## src/rtl/axi_pkg.sv

```systemverilog
// Shared AXI helpers: arbitration index sizing, modular increment, and the AW
// arbiter state type used by the write-path merge controller.
package axi_pkg;

  typedef enum logic {
    AW_IDLE = 1'b0,
    AW_HOLD = 1'b1
  } aw_state_e;

  // Select width for an n-way payload mux; a 1:1 mux still needs one bit.
  function automatic int arb_idx_width(input int n);
    return (n > 1) ? $clog2(n) : 1;
  endfunction

  // (a + b) mod n for operands already below n.
  function automatic int wrap_add(input int a, input int b, input int n);
    int s;
    s = a + b;
    return (s >= n) ? (s - n) : s;
  endfunction

endpackage

```

## src/rtl/axi_aw_w_idx_fifo.sv

```systemverilog
// Order FIFO holding granted requester indices until their W burst completes.
// Full/empty are decoded from a registered occupancy count.
module axi_aw_w_idx_fifo
  import axi_pkg::*;
#(
  parameter int DEPTH = 4,
  parameter int WIDTH = 1
) (
  input  logic             clk_i,
  input  logic             rst_i,
  input  logic             push_i,
  input  logic             pop_i,
  input  logic [WIDTH-1:0] data_i,
  output logic [WIDTH-1:0] head_o,
  output logic             full_o,
  output logic             empty_o
);

  localparam int PTR_W = arb_idx_width(DEPTH);
  localparam int CNT_W = $clog2(DEPTH + 1);

  logic [WIDTH-1:0] mem_q [DEPTH];
  logic [PTR_W-1:0] wr_ptr_q, wr_ptr_d;
  logic [PTR_W-1:0] rd_ptr_q, rd_ptr_d;
  logic [CNT_W-1:0] count_q, count_d;

  assign full_o  = (count_q == CNT_W'(DEPTH));
  assign empty_o = (count_q == '0);
  assign head_o  = empty_o ? '0 : mem_q[rd_ptr_q];

  // NOTE: every signal assigned in always_comb gets a default at the top of
  // the block; a path that leaves one unassigned would infer a latch.
  always_comb begin
    wr_ptr_d = wr_ptr_q;
    rd_ptr_d = rd_ptr_q;
    count_d  = count_q;
    // Power-of-two depth lets the pointers wrap on overflow; depth 1 pins them.
    if (push_i) wr_ptr_d = (DEPTH == 1) ? '0 : wr_ptr_q + PTR_W'(1);
    if (pop_i)  rd_ptr_d = (DEPTH == 1) ? '0 : rd_ptr_q + PTR_W'(1);
    unique case ({push_i, pop_i})
      2'b10:   count_d = count_q + CNT_W'(1);
      2'b01:   count_d = count_q - CNT_W'(1);
      default: count_d = count_q;
    endcase
  end

  // NOTE: sequential state uses non-blocking assignments so every flop
  // samples the pre-edge value of its neighbours.
  always_ff @(posedge clk_i) begin
    if (rst_i) begin
      wr_ptr_q <= '0;
      rd_ptr_q <= '0;
      count_q  <= '0;
    end else begin
      wr_ptr_q <= wr_ptr_d;
      rd_ptr_q <= rd_ptr_d;
      count_q  <= count_d;
    end
  end

  // NOTE: storage is deliberately not reset; an entry is only read while the
  // count says it holds live data.
  always_ff @(posedge clk_i) begin
    if (push_i) mem_q[wr_ptr_q] <= data_i;
  end

endmodule

```

## src/rtl/axi_aw_w_arb_ctrl.sv

```systemverilog
// N:1 AXI write-path merge controller: round-robin AW arbitration and W steering
// in AW order. Define AXI_AW_W_ARB_FALLTHROUGH_EN for same-cycle W on an empty FIFO.
module axi_aw_w_arb_ctrl
  import axi_pkg::*;
#(
  parameter int  NUM_SLAVES     = 2,
  parameter int  IDX_FIFO_DEPTH = 4,
  localparam int IDX_W          = arb_idx_width(NUM_SLAVES)
) (
  input  logic                  clk_i,
  input  logic                  rst_i,
  input  logic [NUM_SLAVES-1:0] slv_aw_valid_i,
  output logic [NUM_SLAVES-1:0] slv_aw_ready_o,
  output logic                  mst_aw_valid_o,
  input  logic                  mst_aw_ready_i,
  output logic [IDX_W-1:0]      aw_sel_o,
  input  logic [NUM_SLAVES-1:0] slv_w_valid_i,
  input  logic [NUM_SLAVES-1:0] slv_w_last_i,
  output logic [NUM_SLAVES-1:0] slv_w_ready_o,
  output logic                  mst_w_valid_o,
  input  logic                  mst_w_ready_i,
  output logic [IDX_W-1:0]      w_sel_o,
  output logic                  fifo_full_o,
  output logic                  fifo_empty_o
);

  aw_state_e        state_q, state_d;
  logic [IDX_W-1:0] prio_q, prio_d;
  logic [IDX_W-1:0] aw_lock_q, aw_lock_d;

  logic [IDX_W-1:0] winner;
  logic [IDX_W-1:0] cand;
  logic             found;
  logic             aw_hs;
  logic             ft_active;
  logic             w_active;
  logic [IDX_W-1:0] fifo_head;
  logic             fifo_full;
  logic             fifo_empty;
  logic             w_last_hs;
  logic             fifo_push;
  logic             fifo_pop;

  // Round-robin search: first valid requester at or after prio_q.
  always_comb begin
    winner = '0;
    cand   = '0;
    found  = 1'b0;
    for (int i = 0; i < NUM_SLAVES; i++) begin
      cand = IDX_W'(wrap_add(int'(prio_q), i, NUM_SLAVES));
      if (!found && slv_aw_valid_i[cand]) begin
        found  = 1'b1;
        winner = cand;
      end
    end
  end

  always_comb begin
    state_d        = state_q;
    prio_d         = prio_q;
    aw_lock_d      = aw_lock_q;
    mst_aw_valid_o = 1'b0;
    aw_sel_o       = '0;
    slv_aw_ready_o = '0;
    unique case (state_q)
      AW_IDLE: begin
        if (!fifo_full && found) begin
          mst_aw_valid_o = 1'b1;
          aw_sel_o       = winner;
          if (!mst_aw_ready_i) begin
            state_d   = AW_HOLD;
            aw_lock_d = winner;
          end
        end
      end
      AW_HOLD: begin
        // Once offered, AWVALID and its payload must not change until accepted.
        mst_aw_valid_o = 1'b1;
        aw_sel_o       = aw_lock_q;
        if (mst_aw_ready_i) state_d = AW_IDLE;
      end
      default: state_d = AW_IDLE;
    endcase
    aw_hs = mst_aw_valid_o & mst_aw_ready_i;
    if (aw_hs) begin
      prio_d                   = IDX_W'(wrap_add(int'(aw_sel_o), 1, NUM_SLAVES));
      slv_aw_ready_o[aw_sel_o] = 1'b1;
    end
  end

`ifdef AXI_AW_W_ARB_FALLTHROUGH_EN
  assign ft_active = fifo_empty & aw_hs;
`else
  assign ft_active = 1'b0;
`endif

  always_comb begin
    w_sel_o        = ft_active ? aw_sel_o : fifo_head;
    w_active       = !fifo_empty || ft_active;
    mst_w_valid_o  = w_active & slv_w_valid_i[w_sel_o];
    slv_w_ready_o  = '0;
    slv_w_ready_o[w_sel_o] = mst_w_ready_i & w_active;
    w_last_hs      = mst_w_valid_o & mst_w_ready_i & slv_w_last_i[w_sel_o];
    // A fall-through burst that ends in its AW cycle never occupies the FIFO.
    fifo_push      = aw_hs & !(ft_active & w_last_hs);
    fifo_pop       = w_last_hs & !fifo_empty;
  end

  assign fifo_full_o  = fifo_full;
  assign fifo_empty_o = fifo_empty;

  always_ff @(posedge clk_i) begin
    if (rst_i) begin
      state_q   <= AW_IDLE;
      prio_q    <= '0;
      aw_lock_q <= '0;
    end else begin
      state_q   <= state_d;
      prio_q    <= prio_d;
      aw_lock_q <= aw_lock_d;
    end
  end

  axi_aw_w_idx_fifo #(
    .DEPTH (IDX_FIFO_DEPTH),
    .WIDTH (IDX_W)
  ) u_idx_fifo (
    .clk_i   (clk_i),
    .rst_i   (rst_i),
    .push_i  (fifo_push),
    .pop_i   (fifo_pop),
    .data_i  (aw_sel_o),
    .head_o  (fifo_head),
    .full_o  (fifo_full),
    .empty_o (fifo_empty)
  );

endmodule

```

## config.mk

```make
export PLATFORM = sky130hd
export DESIGN_NAME = axi_aw_w_arb_ctrl
export DESIGN_NICKNAME = d
export VERILOG_FILES = /design/src/rtl/axi_pkg.sv /design/src/rtl/axi_aw_w_idx_fifo.sv /design/src/rtl/axi_aw_w_arb_ctrl.sv
export SDC_FILE = /design/constraint.sdc
export NUM_CORES = 1
export LEC_CHECK = 0
export ABC_CLOCK_PERIOD_IN_PS = 6100
export CAP_MARGIN = 40
export CORE_ASPECT_RATIO = 0.7
export CORE_MARGIN = 1
export CORE_UTILIZATION = 35
export CTS_BUF_LIST = sky130_fd_sc_hd__clkbuf_8
export DETAILED_ROUTE_END_ITERATION = 6
export PLACE_DENSITY = 0.68
export SYNTH_ARGS = -nofsm -noshare
export SYNTH_HDL_FRONTEND = slang
export SYNTH_SLANG_ARGS = --single-unit
```

## constraint.sdc

```tcl
create_clock -name clk_i -period 6.1 [get_ports clk_i]
set_clock_uncertainty 0.05 [all_clocks]
set_input_delay 1.22 -clock clk_i [delete_from_list [all_inputs] [get_ports clk_i]]
set_output_delay 1.22 -clock clk_i [all_outputs]
set_load 0.01 [all_outputs]
```

==> results by group <==
Power and ir drop
  • Sw frac: 0.271
  • Reg power frac: 0.450
  • Peak supply drop: 126 uV
  • Total power: 0.269 mW
  • Pwr Density: 237 nW/um^2
  • Pleak: 0.461 nW
  • Clock network power share: 0.291
  • Switching Power: 0.0729 mW
  • Internal: 0.196 mW
  • Logic pwr share: 0.259

STA
  • Final Critical Period: 4.35 ns
  • Final hold violation count: 0
  • Final setup violation count: 0
  • RSZ-0062 raised after global routing: no
  • Total negative slack: 0 ns
  • Max Slew Vio Count: 0
  • Fmax: 0.230 GHz
  • Hold WS: 0.449 ns
  • Final Cycle Share: 0.713
  • Slew @ Worst Pin: 0.593 ns
  • Worst slew margin: 0.604

Setup path
  • Most frequent cell on the critical path: clkdlybuf4s50_1
  • CP peak stage delay: 0.53 ns
  • Worst path slowest cell: clkdlybuf4s50_1
  • Startpoint Class: primary input
  • CP top delay family: buffers and inverters
  • Worst R2R Path Depth: 9
  • CP startpoint: slv_aw_valid_i[0]
  • Worst-path cell chain: clkdlybuf4s50_1 > nor2b_1 > o41ai_1 > clkbuf_2 > or3_1 > inv_1 > clkdlybuf4s50_1
  • Largest fanout on the critical path: 7
  • R2R Path End: u_idx_fifo.count_q[2]
  • Critical Path AT: 3.08 ns
  • Setup Crit Path Kind: in -> out
  • Required time worst endpoint: 4.83 ns
  • CP endpoint kind: output pin
  • Capture point of the worst path: slv_aw_ready_o[0]
  • RR Startpoint: u_idx_fifo.mem_q[3]
  • CP Buf/Inv Count: 4
  • Worst path depth: 7
  • FF-to-FF setup slack: 3.22 ns

Hold path
  • Worst Hold Class: reg -> reg

Cells and area
  • Final Non-Filler Cells: 143
  • Most frequent cells in the layout: 19 x clkdlybuf4s50_1, 12 x dfxtp_1, 10 x inv_1
  • Net count, final: 128
  • Finished Core Util: 0.507
  • Area grow syn2layout: 30.8%
  • Layout cells sized above 1: 0.108
  • Commonest non-fill, non-tap cell in the layout: clkdlybuf4s50_1
  • Ant diodes: 0

Outcome
  • Outcome: finished, final reports clean

Drt
  • 1st-iter DRT viols: 22
  • Post-DR wirelength/cell: 11.0 microns
  • DR vias: 677
  • Final wirelength: 1580 microns
  • Pre-Repair DR Iteration Count: 4
  • Post-route DRC: 0
  • Vias per inst: 4.73
  • ANT nets after route: 0

Synthesis
  • Syn avg cell area: 9.65 sq um
  • Cells after Synth: 90
  • Syn Nets: 106
  • Yosys warnings: 0
  • Yosys reg bits: 16
  • Unique masters post-synth: 33
  • Post-synthesis sequential area ratio: 0.415
  • Syn Std Cell Area: 868 sq um

Clock network
  • Post-CTS resize count: 0
  • # H-tree levels: 1
  • Hold_buf cts: 0
  • Postcts setup bufs: 0
  • CTS tree: built
  • Cts bufs inserted: 3
  • Clk slew on worst S/H paths: 0.06 ns
  • Root Driver: clkbuf_8
  • Clock sink count: 16
  • Worst-Skew Late Latency: 0.25 ns
  • Clock Path Buffers: 2

Global routing
  • Vias in the first global route: 609
  • Initial antenna violation count: 0
  • First-pass GRT wire length: 2570 microns
  • Gr ovfl total: 0
  • Largest net degree at the start of global routing: 13
  • Gr usage total: 0.131

Place
  • HPWL after DPL: 1220 microns
  • DP Cell Count: 138
  • Final RePlAce weighted congestion: 0.742
  • Count of buffers from port buffering: 19

Die
  • Initial core utilization: 0.387
  • # rows: 14
  • Die X: 61.5 microns
  • Core area: 2240 sq um
  • DIE HEIGHT: 43.7 microns
  • I/O Pins: 20
  • Die ar.: 2690 sq um

Run
  • Max Cap Viol: 0
Yosys cell counts, drive strengths merged:
library cell   n  share of area
dfxtp         12           0.28
inv            9          0.039
nor2           9          0.039
and3           6          0.045
a21oi          5          0.029
ha             5          0.072
edfxtp         4           0.14
nand3          4          0.023
o21ai          4          0.023
mux2           3          0.039
nand2          3          0.013
nor2b          3          0.022
or3            3          0.022
a211oi         2          0.032
clkbuf         2         0.0086
xor2           2          0.020
a21bo          1          0.012
and2           1         0.0086
buf            1         0.0058
clkinv         1         0.0043
fa             1          0.023
mux2i          1          0.016
mux4           1          0.026
nor3           1         0.0058
nor3b          1         0.0086
o21ba          1          0.012
o31ai          1         0.0086
o41a           1          0.013
o41ai          1          0.010
or2            1         0.0072
kinds of logic after synthesis:
kind of cell	after synthesis	share of synthesized area
AOI/OAI and AO/OA	16	0.138
xor gates and xnor gates	2	0.0202
adders and majority gates	6	0.0951
buffers and inverters	13	0.0576
DFF	16	0.415
muxes	5	0.0807
and+or+nand+nor	32	0.193
power groups by stage:
stage / logic (mW) / registers [mW] / clock network [mW]
2_1_floorplan: 0.0436 / 0.122 / 0
3_3_place_gp: 0.0684 / 0.123 / 0
3_5_place_dp: 0.0697 / 0.123 / 0
4_1_cts: 0.0701 / 0.121 / 0.0816
5_1_grt: 0.0776 / 0.122 / 0.0860
6_report: 0.0696 / 0.121 / 0.0783
per-stage QoR:
stage / setup slack (ns) / instance area [sq um]
4_1_cts: 1.37 / 1130
6_report: 1.75 / 1140
5_1_grt: 1.65 / 1140
3_5_place_dp: 1.40 / 1090
3_3_place_gp: 1.47 / 1090
2_1_floorplan: 2.39 / 868
worst register-to-register path: cells and delay by family, from the launching register on:
family	cells	cell delay, ns
muxes	1	0.55
AOI/OAI and AO/OA	3	0.68
adders and majority gates	2	0.63
buffers and inverters	1	0.06
xor gates and xnor gates	1	0.16
DFF	1	0.36
and+or+nand+nor	1	0.30
area by class of cell:
cell class | instances | area (sq um)
Clock inverter | 1 | 3.75
Multi-Input combinational cell | 61 | 458
Inverter | 10 | 37.5
Tap cell | 32 | 40.0
Fill cell | 234 | 1110
Sequential cell | 16 | 360
Timing Repair Buffer | 20 | 195
Clock buffer | 3 | 41.3
per-layer routing:
metal  track usage  part of all wire  vias to the layer above
met2         0.215              0.44                       21
li1              -                 -                      356
met3        0.0388             0.063                        0
met1         0.167              0.49                      300
met5             0                 0                        -
met4        0.0400                 0                        0
worst min path at each step:
stage / start / endpoint / slack [ns] / depth (start not counted)
floorplan: prio_q / prio_q / 0.40 / 2
global placement: prio_q / prio_q / 0.42 / 2
detailed placement: u_idx_fifo.count_q[2] / u_idx_fifo.count_q[2] / 0.45 / 2
CTS: u_idx_fifo.count_q[2] / u_idx_fifo.count_q[2] / 0.45 / 2
global route: prio_q / prio_q / 0.48 / 2
finish: u_idx_fifo.count_q[2] / u_idx_fifo.count_q[2] / 0.45 / 2
Note: power is estimated with default switching activity, not from simulation.
